<file path="config.mk">
export PLATFORM = sky130hd
export DESIGN_NAME = sfq_merge_arb
export DESIGN_NICKNAME = d
export VERILOG_FILES = /design/src/rtl/sfq_merge_arb.sv
export SDC_FILE = /design/constraint.sdc
export NUM_CORES = 1
export LEC_CHECK = 0
export CAP_MARGIN = 20
export CORE_MARGIN = 3
export CORE_UTILIZATION = 58
export CTS_CLUSTER_SIZE = 30
export DETAILED_ROUTE_END_ITERATION = 16
export PLACE_DENSITY = 0.83
export RECOVER_POWER = 100
export SLEW_MARGIN = 20
export SYNTH_ARGS = -nofsm -noshare
export SYNTH_HDL_FRONTEND = slang
export SYNTH_SLANG_ARGS = --single-unit
</file>
<file path="constraint.sdc">
create_clock -name TI -period 9.9 [get_ports TI]
set_clock_uncertainty 0.2 [all_clocks]
set_input_delay 1.98 -clock TI [delete_from_list [all_inputs] [get_ports TI]]
set_output_delay 1.98 -clock TI [all_outputs]
set_load 0.05 [all_outputs]
</file>
<file path="src/rtl/sfq_merge_arb.sv">
// ----------------------------------------------------------------------------
// sfq_merge_arb
//   Gated N-channel pulse merge with round-robin serialisation.
//   Each channel pulse AI[i] is qualified by BI[i]. Qualified pulses are never
//   lost while the channel counter has headroom: they are queued per channel
//   and granted one per clock, round-robin, onto a single output line through
//   a LAT-deep register pipeline.
//
//   Optional build macro: SFQ_MERGE_DROP_CNT_EN adds DCNT, a saturating 8-bit
//   count of all dropped pulses.
//
// Ports
//   TI    clock, rising edge
//   RI    synchronous active-high reset, priority over all inputs
//   AI    per-channel pulse inputs (one cycle high = one pulse)
//   BI    per-channel enables, sampled with AI
//   ABO   merged output pulse
//   ACH   channel index of the current ABO pulse, 0 when ABO=0
//   BUSY  registered: any pending counter nonzero
//   OVF   sticky per-channel overflow (pulse dropped), cleared only by RI
//   DCNT  (optional) total dropped pulses, saturates at 255
// ----------------------------------------------------------------------------
module sfq_merge_arb #(
    parameter  int N_CH  = 4,
    parameter  int CNT_W = 3,
    parameter  int LAT   = 1,
    localparam int IW    = (N_CH > 1) ? $clog2(N_CH) : 1
) (
    input  logic            TI,
    input  logic            RI,
    input  logic [N_CH-1:0] AI,
    input  logic [N_CH-1:0] BI,
    output logic            ABO,
    output logic [IW-1:0]   ACH,
    output logic            BUSY,
    output logic [N_CH-1:0] OVF
`ifdef SFQ_MERGE_DROP_CNT_EN
    ,
    output logic [7:0]      DCNT
`endif
);

    localparam logic [CNT_W-1:0] CMAX = {CNT_W{1'b1}};

    logic [CNT_W-1:0] cnt     [N_CH];
    logic [CNT_W-1:0] cnt_nxt [N_CH];
    logic [N_CH-1:0]  q;
    logic [N_CH-1:0]  req;
    logic [N_CH-1:0]  gnt_oh;
    logic [N_CH-1:0]  drop;
    logic             gnt_vld;
    logic [IW-1:0]    gnt_idx;
    logic [IW-1:0]    ptr;
    logic [IW-1:0]    ptr_nxt;
    logic             busy_nxt;
    int               arb_idx;

    logic [LAT-1:0]   vld_pipe;
    logic [IW-1:0]    idx_pipe [LAT];

    // A fresh qualified pulse requests in its own cycle (bypass), so an
    // idle channel does not pay an extra clock of counter latency.
    always_comb begin
        q = AI & BI;
        for (int i = 0; i < N_CH; i++) begin
            req[i] = (cnt[i] != '0) | q[i];
        end
    end

    // Round-robin: first requester at or after ptr, with wrap.
    always_comb begin
        gnt_vld = 1'b0;
        gnt_idx = '0;
        gnt_oh  = '0;
        arb_idx = 0;
        for (int k = 0; k < N_CH; k++) begin
            arb_idx = int'(ptr) + k;
            if (arb_idx >= N_CH) begin
                arb_idx = arb_idx - N_CH;
            end
            if (!gnt_vld && req[arb_idx]) begin
                gnt_vld = 1'b1;
                gnt_idx = IW'(arb_idx);
            end
        end
        if (gnt_vld) begin
            gnt_oh[gnt_idx] = 1'b1;
        end
        if (!gnt_vld) begin
            ptr_nxt = ptr;
        end else if (gnt_idx == IW'(N_CH - 1)) begin
            ptr_nxt = '0;
        end else begin
            ptr_nxt = gnt_idx + IW'(1);
        end
    end

    // A grant on a channel that also received a pulse this cycle consumes
    // exactly that pulse, so the counter is left unchanged.
    always_comb begin
        busy_nxt = 1'b0;
        for (int i = 0; i < N_CH; i++) begin
            cnt_nxt[i] = cnt[i];
            drop[i]    = 1'b0;
            case ({q[i], gnt_oh[i]})
                2'b10: begin
                    if (cnt[i] == CMAX) begin
                        drop[i] = 1'b1;
                    end else begin
                        cnt_nxt[i] = cnt[i] + CNT_W'(1);
                    end
                end
                2'b01:   cnt_nxt[i] = cnt[i] - CNT_W'(1);
                default: cnt_nxt[i] = cnt[i];
            endcase
            busy_nxt = busy_nxt | (cnt_nxt[i] != '0);
        end
    end

    always_ff @(posedge TI) begin
        if (RI) begin
            for (int i = 0; i < N_CH; i++) begin
                cnt[i] <= '0;
            end
            ptr  <= '0;
            BUSY <= 1'b0;
            OVF  <= '0;
        end else begin
            for (int i = 0; i < N_CH; i++) begin
                cnt[i] <= cnt_nxt[i];
            end
            ptr  <= ptr_nxt;
            BUSY <= busy_nxt;
            OVF  <= OVF | drop;
        end
    end

    // gnt_idx is 0 whenever gnt_vld is 0, so ACH idles at 0 for free.
    always_ff @(posedge TI) begin
        if (RI) begin
            vld_pipe <= '0;
            for (int s = 0; s < LAT; s++) begin
                idx_pipe[s] <= '0;
            end
        end else begin
            vld_pipe[0] <= gnt_vld;
            idx_pipe[0] <= gnt_idx;
            for (int s = 1; s < LAT; s++) begin
                vld_pipe[s] <= vld_pipe[s-1];
                idx_pipe[s] <= idx_pipe[s-1];
            end
        end
    end

    assign ABO = vld_pipe[LAT-1];
    assign ACH = idx_pipe[LAT-1];

`ifdef SFQ_MERGE_DROP_CNT_EN
    logic [4:0] ndrop;
    logic [8:0] dsum;

    // Several channels may drop on the same edge.
    always_comb begin
        ndrop = '0;
        for (int i = 0; i < N_CH; i++) begin
            ndrop = ndrop + 5'(drop[i]);
        end
        dsum = {1'b0, DCNT} + 9'(ndrop);
    end

    always_ff @(posedge TI) begin
        if (RI) begin
            DCNT <= '0;
        end else if (dsum > 9'd255) begin
            DCNT <= 8'hFF;
        end else begin
            DCNT <= dsum[7:0];
        end
    end
`endif

endmodule

</file>
==> results of run 1 <==
[power by group through the flow]
stage | clock (W) | combinational, W | sequential, W
2_1_floorplan | 0 | 0.000279 | 0.000150
3_3_place_gp | 0 | 0.000368 | 0.000131
3_5_place_dp | 0 | 0.000381 | 0.000133
4_1_cts | 0.0000717 | 0.000390 | 0.000131
5_1_grt | 0.0000756 | 0.000432 | 0.000134
6_report | 0.0000704 | 0.000385 | 0.000132
[area by class of cell]
| class | count | area [sq um] |
|---|---|---|
| clock inverters | 1 | 30.0 |
| fillers | 185 | 584 |
| multi-input cells | 144 | 996 |
| flip-flops and latches | 22 | 440 |
| repair buffers | 17 | 170 |
| well taps | 28 | 35.0 |
| inverters | 22 | 82.6 |
| clock buffers | 3 | 22.5 |
[layout by cell type (no fill, tap or decap), types with 2 or more instances in the layout]
cell / n
nand3_1: 6
dfxtp_1: 22
nor3_1: 2
mux2i_1: 3
o211ai_1: 4
inv_1: 20
nand4_1: 2
ha_1: 24
a21boi_0: 4
nor4_1: 3
clkbuf_4: 3
a31oi_1: 8
nand2_1: 20
nor2_1: 14
clkdlybuf4s50_1: 8
dlygate4sd3_1: 9
a41oi_1: 2
nor2b_1: 13
a31o_2: 4
o21ai_0: 12
a21oi_1: 9
[how the worst min path moves through the flow]
stage               cells past startpoint                   to           startpoint
finish                                  2    OVF[1]$_SDFF_PP0_    OVF[1]$_SDFF_PP0_
global route                            2    OVF[0]$_SDFF_PP0_    OVF[0]$_SDFF_PP0_
CTS                                     2    OVF[1]$_SDFF_PP0_    OVF[1]$_SDFF_PP0_
detailed placement                      2    OVF[1]$_SDFF_PP0_    OVF[1]$_SDFF_PP0_
global placement                        2    OVF[1]$_SDFF_PP0_    OVF[1]$_SDFF_PP0_
floorplan                               2  ptr[1]$_SDFFE_PP0N_  ptr[1]$_SDFFE_PP0N_
[stage by stage]
step / hold slack (ps) / total power (W)
detailed placement: 260 / 0.000513
floorplan: 264 / 0.000429
global placement: 252 / 0.000499
CTS: 285 / 0.000593
global route: 328 / 0.000642
finish: 273 / 0.000587
[worst reg2reg max path: stages (launching register included)]
cell       delay (ps)
dfxtp_1           410
inv_1              80
ha_1              190
nor2b_1           170
a2111oi_0         510
o21ai_0           180
o211ai_1          240
or2b_1            190
ha_1              150
and2_0            160
clkinv_1           80
ha_1              350
a31o_2            250
nand2_1            80
o2111ai_1         140
nor4_1            270
a41oi_1           150
[metal layers]
| layer | track usage, % | routed length [um] | up-vias |
|---|---|---|---|
| li1 | - | - | 702 |
| met1 | 27.6 | 1530 | 620 |
| met2 | 37.3 | 1570 | 33 |
| met3 | 5.20 | 127 | 10 |
| met4 | 6.29 | 82 | 0 |
| met5 | 0 | 0 | - |
[sequential cells by signal, indices dropped and copies added (netlist names)]
register / count
OVF: 4
BUSY: 1
cnt: 12
ABO: 1
ptr: 2
idx_pipe: 2
[kinds of logic (layout without fill, tap and decap cells)]
group | after synthesis | count (layout)
adder cells (fa/ha/maj) | 24 | 24
multiplexers | 3 | 3
AND/OR/NAND/NOR | 70 | 70
flip-flops | 22 | 22
buffers and inverters | 24 | 43
AO/OA/AOI/OAI | 47 | 47
==> out/results.ini, run 1 <==
[grt]
grt.overflow.total = 0
grt_use_total_pct = 22.0
grt_pass1_vias = 1375
grt_start_max_net_pins = 23
antenna_found_initial = 0
grt_pass1_wl_mm = 5.83

[routing]
wl_mm = 3.31
drt_iter0_drc = 111
vias = 1365
ant_nets = 0
via_per_inst = 5.76
wl_per_cell_um = 14.0
drt_pass1_iterations = 4
remaining_drc_errors = 0

[power_and_ir_drop]
leakagePower_nw = 0.786
internal_power_w = 0.000313
p_per_area_nw_per_um2 = 330
swShare_pct = 46.6
seqPwrFrac_pct = 22.4
p_comb_share_pct = 65.6
switching_power_w = 0.000274
irDropWorstVdd_mv = 0.263
clockPowerShare_pct = 12.0

[clocking]
post_cts_resized = 0
cts_hold_buf = 0
numClockSinks = 22
clkLatencyLatePin_ps = 310
cts_setup_buffers = 0
cts_made_buffers = 3
cts_root_buf = clkbuf_4
htreeDepth = 1
clk_pin_slew_worst_paths_ps = 130
cts_buffer_depth = 2
cts_tree = built

[critical_path]
reg2reg_depth = 16
crit_path_start_kind = input pin
cp_data_required_time_ps = 9870
critPathTopFamily = compound AO/OA/AOI/OAI gates
r2r_start = cnt[0][0]$_SDFF_PP0_
crit_path_end_kind = register
crit_start = BI[0]
criticalPathCategory = input pin to register
timing.rr.end = BUSY$_SDFF_PP0_
endpoint = BUSY$_SDFF_PP0_
crit_chain = dlygate4sd3_1, nand2_1, a2111oi_0, o21ai_0, o211ai_1, or2b_1, ha_1, and2_0, clkinv_1, ha_1, a31o_2, nand2_1, o2111ai_1, nor4_1, a41oi_1
regToRegSetupSlack_ps = 5950
slowest_delay_ps = 530
cp.buffers_inverters = 2
critPathSlowestCell = dlygate4sd3_1
arrival_ps = 5390
path_depth = 15
crit_path_max_fanout = 6

[cells_and_area]
area_growth_pct = 16.0
fin_cells = 237
fin_nets = 244
drive_above_1_share_pct = 6.22
final_area_sq_um = 1780
utilization_pct = 75.3
diodes = 0

[synthesis]
synth_edf_count = 0
ys_types = 35
synth_top_area_share_pct = 28.8
synth.mux.area_fraction_pct = 1.96
synth_area_per_cell_sq_um = 8.06
synthXorXnorAreaFrac_pct = 0
yosysTopAreaCell = dfxtp_1
netlist_area_sq_um = 1530
synth.most_common_cell = ha_1
synth_fa_ha_area_share_pct = 19.6
synth_area_leaders = dfxtp_1 29%, ha_1 20%, nor2b_1 5.3%
synth_top_family_by_area = simple AND/OR/NAND/NOR gates
syn_inst = 190
async_reset_ff_share_pct = 0
synthTopCellsByCount = 24 x ha_1, 22 x dfxtp_1, 20 x inv_1
synth_compound_area_share_pct = 19.7
ys_warn_count = 0
ys_ff_latch = 22
ys_seq_area_share_pct = 28.8
syn_nets = 224
yosys.area_share.simple_pct = 24.1
synth-main-ff-cell = dfxtp_1

[die]
dieArea_sq_um = 3290
fp.dieH_um = 57.4
start_util_pct = 64.9
die_w_um = 57.4
ios = 18
rows = 17
fp.coreArea_sq_um = 2360

[timing]
setup_ws_ps = 4480
period_minus_slack_ps = 5420
fmax_mhz = 185
rsz0062_at_grt = false
finalHoldViolCount = 0
setup_viol = 0
tightest_slew_ps = 796
fin_crit_sh_pct = 54.7
fin_setup_tns_ps = 0
slew_viol_final = 0
relSlewSlack_pct = 46.8

[place]
portBuffers = 17
dp_hpwl_mm = 2.51
dp_slack_ps = 4310
gp_congestion = 0.882
post_dp_cell_area_sq_um = 1730
placed_cells = 233

[hold_path]
hold_class = register to register

[flow_run]
maxCapViolations = 0

[status]
status = finished clean

(Power assumes the default switching activity.)
==> run 2: changes to the inputs <==
CORE_UTILIZATION = 55   (was 58)
PLACE_DENSITY = 0.8   (was 0.83)
clock period = 5.2 ns   (was 9.9 ns; I/O delays follow)
==> out/results.ini, run 2 (synthesized netlist as in run 1, its figures left out) <==
[clocking]
clkLatencyLatePin_ps = 300  ; about the same
cts_setup_buffers = 0  ; unchanged
numClockSinks = 22  ; unchanged
cts_tree = built
clk_pin_slew_worst_paths_ps = 120  ; about the same
post_cts_resized = 0  ; unchanged
cts_hold_buf = 0  ; unchanged
cts_buffer_depth = 2  ; unchanged
cts_made_buffers = 3  ; unchanged
cts_root_buf = clkbuf_4
htreeDepth = 1  ; unchanged

[cells_and_area]
top_regs = cnt (12), OVF (4)
fillCellCount = 224  ; +21%
largest-register = cnt
diodes = 0  ; unchanged
final_cell_mix = 24 x ha_1, 22 x dfxtp_1, 21 x inv_1
area_growth_pct = 13.9
drive_above_1_share_pct = 4.81  ; -1.4 points
regArea_sq_um = 440  ; unchanged
layout_commonest_cell = ha_1
fin_nets = 244  ; unchanged
fin_cells = 238  ; +0.42%
multiInputGateArea_sq_um = 991  ; -0.50%
largest_reg_flops = 12  ; unchanged

[power_and_ir_drop]
irDropWorstVdd_mv = 0.429  ; +63%
seqPwrFrac_pct = 23.9  ; +1.5 points
p_comb_share_pct = 68.8  ; +3.2 points
swShare_pct = 48.0  ; +1.4 points
leakagePower_nw = 0.774  ; -1.5%
switching_power_w = 0.000498  ; +82%
clockPowerShare_pct = 7.2  ; -4.8 points
internal_power_w = 0.000539  ; +72%
p_per_area_nw_per_um2 = 595  ; +80%
p_total_w = 0.00104  ; +77%

[critical_path]
crit_path_end_kind = register
arrival_ps = 4420  ; -970 ps
crit_path_max_fanout = 6  ; unchanged
criticalPathCategory = input pin to register
cp_data_required_time_ps = 5150  ; -4720 ps
crit_path_start_kind = input pin

[timing]
fmax_mhz = 224
period_minus_slack_ps = 4470
tightest_slew_ps = 812  ; +16.0 ps
rsz0062_at_grt = false
relSlewSlack_pct = 45.7  ; -1.1 points
setup_viol = 0  ; unchanged
finalHoldViolCount = 0  ; unchanged
fin_setup_tns_ps = 0  ; unchanged
slew_viol_final = 0  ; unchanged
fin_crit_sh_pct = 86.0

[die]
dieArea_sq_um = 3450  ; +4.9%
fp.coreArea_sq_um = 2570  ; +8.7%
fp.dieH_um = 58.8  ; +2.4%
die_w_um = 58.8  ; +2.4%
start_util_pct = 59.6  ; -5.2 points
ios = 18  ; unchanged
rows = 18  ; +1

[grt]
antenna_found_initial = 0  ; unchanged
grt_pass1_vias = 1305  ; -5.1%
grt_start_max_net_pins = 23  ; unchanged
grt_use_total_pct = 19.6  ; -2.4 points
grt_pass1_wl_mm = 5.36  ; -8.0%
grt.overflow.total = 0  ; unchanged

[routing]
drt_pass1_iterations = 4  ; unchanged
wl_mm = 3.12  ; -5.7%
via_per_inst = 5.74  ; -0.42%
ant_nets = 0  ; unchanged
drt_iter0_drc = 78  ; -30%
remaining_drc_errors = 0  ; unchanged
vias = 1365  ; unchanged
wl_per_cell_um = 13.1  ; -6.1%

[place]
placed_cells = 235  ; +0.86%
dp_hpwl_mm = 2.50  ; -0.38%
portBuffers = 17  ; unchanged
gp_congestion = 0.888  ; +0.66%

[hold_path]
hold_class = register to register

[flow_run]
maxCapViolations = 0  ; unchanged

[status]
status = finished clean

## run 2: area by class of cell
| type | instances | area share, % |
|---|---|---|
| clock buffers | 3 | 1.29 |
| inverters | 22 | 4.73 |
| multi-input cells | 144 | 56.8 |
| flip-flops and latches | 22 | 25.3 |
| well taps | 30 | 2.15 |
| repair buffers | 17 | 9.76 |
## run 2: critical path, cell delays in order
cell           delay [ps]
dlygate4sd3_1         530
nand2_1                80
inv_1                  60
or3_1                 360
or3_2                 460
o211ai_1              170
or2b_1                180
ha_1                  140
and2_0                160
clkinv_1               80
ha_1                  350
a31o_2                250
nand2_1                80
nand2_1                60
nor4_1                280
a41oi_1               140
## run 2: worst paths after layout
kind	depth (start not counted)	slack [ps]	start	to
setup reg to reg	16	1440	cnt[3][0]$_SDFF_PP0_	BUSY$_SDFF_PP0_
hold / removal	2	270	OVF[0]$_SDFF_PP0_	OVF[0]$_SDFF_PP0_
hold reg to reg	2	270	OVF[0]$_SDFF_PP0_	OVF[0]$_SDFF_PP0_
setup / recovery	16	730	BI[3]	BUSY$_SDFF_PP0_
## run 2: layer usage
layer / up-vias / wire, um / track usage, %
li1: 702 / - / -
met1: 623 / 1470 / 24.9
met2: 34 / 1500 / 33.9
met3: 6 / 101 / 2.63
met4: 0 / 44 / 6.80
met5: - / 0 / 0
## run 2: power by group through the flow
stage / clock network [W] / registers [W] / logic [W]
2_1_floorplan: 0 / 0.000285 / 0.000531
4_1_cts: 0.0000811 / 0.000249 / 0.000728
5_1_grt: 0.0000864 / 0.000254 / 0.000811
6_report: 0.0000750 / 0.000248 / 0.000714
3_5_place_dp: 0 / 0.000253 / 0.000722
3_3_place_gp: 0 / 0.000250 / 0.000699
## run 2: per-stage QoR
stage,hold WS [ps],instance area (sq um),utilization [%],worst slack [ps]
after CTS,284,1750,68.3,984
after floorplan,264,1530,-,1290
after global placement,249,1730,67.4,650
after global routing,317,1740,67.9,461
final,274,1740,67.9,727
after detailed placement,255,1730,67.4,660
==> run 3: changes to the inputs <==
--- a/config.mk
+++ b/config.mk
@@ -7,4 +7,5 @@
 export LEC_CHECK = 0
 export CAP_MARGIN = 20
+export CORE_ASPECT_RATIO = 0.5
 export CORE_MARGIN = 3
 export CORE_UTILIZATION = 55
==> constraint.sdc (replaced) <==
create_clock -name TI -period 5.2 [get_ports TI]
set_clock_uncertainty 0.2 [all_clocks]
set_input_delay 1.3 -clock TI [delete_from_list [all_inputs] [get_ports TI]]
set_output_delay 1.3 -clock TI [all_outputs]
set_load 0.05 [all_outputs]
==> out/results.ini, run 3 (synthesized netlist as in run 1, its figures left out) <==
[routing]
vias = 1403  ; +2.8%
ant_nets = 0  ; unchanged
wl_mm = 3.46  ; +11%
remaining_drc_errors = 0  ; unchanged
drt_pass1_iterations = 4  ; unchanged
drt_iter0_drc = 55  ; -29%
via_per_inst = 5.68  ; -0.96%
wl_per_cell_um = 14.0  ; +6.9%

[cells_and_area]
area_growth_pct = 17.6
largest-register = cnt
final_cell_mix = 24 x ha_1, 22 x dfxtp_1, 21 x inv_1
diodes = 0  ; unchanged
largest_reg_flops = 12  ; unchanged
regArea_sq_um = 440  ; unchanged
top_regs = cnt (12), OVF (4)
fillCellCount = 197  ; -12%
drive_above_1_share_pct = 6.60  ; +1.8 points
fin_nets = 247  ; +1.2%
layout_commonest_cell = ha_1
multiInputGateArea_sq_um = 993  ; +0.25%

[timing]
fin_setup_tns_ps = 0  ; unchanged
rsz0062_at_grt = false
period_minus_slack_ps = 4930  ; +459 ps
relSlewSlack_pct = 40.7  ; -5.0 points
tightest_slew_ps = 887  ; +74.9 ps
whs_ps = 276  ; +2.25 ps
setup_viol = 0  ; unchanged
finalHoldViolCount = 0  ; unchanged
fin_crit_sh_pct = 94.9  ; +8.8 points
slew_viol_final = 0  ; unchanged
fmax_mhz = 203  ; -9.3%

[clocking]
htreeDepth = 1  ; unchanged
numClockSinks = 22  ; unchanged
cts_buffer_depth = 2  ; unchanged
clkLatencyLatePin_ps = 270  ; -30 ps
cts_hold_buf = 0  ; unchanged
clk_pin_slew_worst_paths_ps = 90  ; -30 ps
cts_made_buffers = 3  ; unchanged
post_cts_resized = 0  ; unchanged
cts_tree = built
cts_setup_buffers = 0  ; unchanged
cts_root_buf = clkbuf_8

[grt]
gr-usage-met3_pct = 5.08  ; +2.5 points
grt_pass1_vias = 1276  ; -2.2%
grt_start_max_net_pins = 23  ; unchanged
use_met2_pct = 30.6  ; -3.3 points
gr-usage-met1_pct = 30.9  ; +6.0 points
top_usage_layer = met1
grt_pass1_wl_mm = 5.77  ; +7.6%
grt_use_total_pct = 21.2  ; +1.6 points
grt.overflow.total = 0  ; unchanged
antenna_found_initial = 0  ; unchanged

[critical_path]
crit_chain = clkdlybuf4s50_1, nand2_1, inv_2, or3_1, or3_2, o211ai_1, nor2_1, ha_1, nand2_1, inv_1, ha_1, a31o_2, nand2_1, o21ai_0, nor4_1, a41oi_1
crit_path_start_kind = input pin
crit_path_max_fanout = 6  ; unchanged
critPathSlowestCell = nor4_1
cp_common_cell = nand2_1
cp_data_required_time_ps = 5110  ; -40 ps
slowest_delay_ps = 520  ; about the same
criticalPathCategory = input pin to register
arrival_ps = 4840  ; +420 ps
critPathTopFamily = simple AND/OR/NAND/NOR gates
crit_path_end_kind = register
cp.buffers_inverters = 3  ; unchanged

[die]
rows = 12  ; -6
fp.coreArea_sq_um = 2420  ; -5.8%
dieArea_sq_um = 3490  ; +1.1%
ios = 18  ; unchanged
start_util_pct = 63.4  ; +3.7 points
die_w_um = 80.6  ; +37%
fp.dieH_um = 43.3  ; -26%

[power_and_ir_drop]
irDropWorstVdd_mv = 0.284  ; -34%
leakagePower_nw = 0.797  ; +3.0%
p_per_area_nw_per_um2 = 639  ; +7.4%

[place]
portBuffers = 17  ; unchanged
gp_congestion = 0.860  ; -3.2%
dp_hpwl_mm = 2.61  ; +4.7%

[hold_path]
hold_class = register to register

[status]
status = finished clean

[flow_run]
maxCapViolations = 0  ; unchanged

## run 3: final cells by class
class	instances	share of cell area (%)
clock buffer	4	3.06
inverter	22	4.59
multi-input combinational	144	55.2
sequential	22	24.5
tap	35	2.43
timing repair buffer	20	10.3
## run 3: final timing paths
check                             from           endpoint  slack [ps]  cells after the start
setup / recovery                 AI[3]    BUSY$_SDFF_PP0_         270                     16
hold / removal       OVF[0]$_SDFF_PP0_  OVF[0]$_SDFF_PP0_         280                      2
setup reg to reg  cnt[0][0]$_SDFF_PP0_    BUSY$_SDFF_PP0_        1130                     16
hold reg to reg      OVF[0]$_SDFF_PP0_  OVF[0]$_SDFF_PP0_         280                      2
## run 3: routing by layer
| layer | vias up | wire length (um) |
|---|---|---|
| met3 | 4 | 248 |
| met4 | 0 | 38 |
| met2 | 59 | 1490 |
| met5 | - | 0 |
| li1 | 704 | - |
| met1 | 636 | 1680 |
## run 3: tightest hold or removal path: stages, from the launching register on
cell and delay [ps]:
dfxtp_1 330, a31oi_1 40, nor2_1 70
## run 3: report_power, final
part	internal [W]	switching (W)	total [W]
sequential	0.000213	0.0000349	0.000248
clock	0.0000677	0.0000610	0.000129
combinational	0.000325	0.000449	0.000774
## run 3: through the flow
stage	cells	instance area [sq um]	power [W]	setup WS, ps	utilization, %
2_1_floorplan	190	1530	0.000816	1030	-
3_3_place_gp	243	1760	0.000999	103	72.8
3_5_place_dp	243	1760	0.00102	87.6	72.8
4_1_cts	247	1820	0.00116	346	75.1
5_1_grt	247	1800	0.00126	98.8	74.5
6_report	247	1800	0.00115	267	74.5
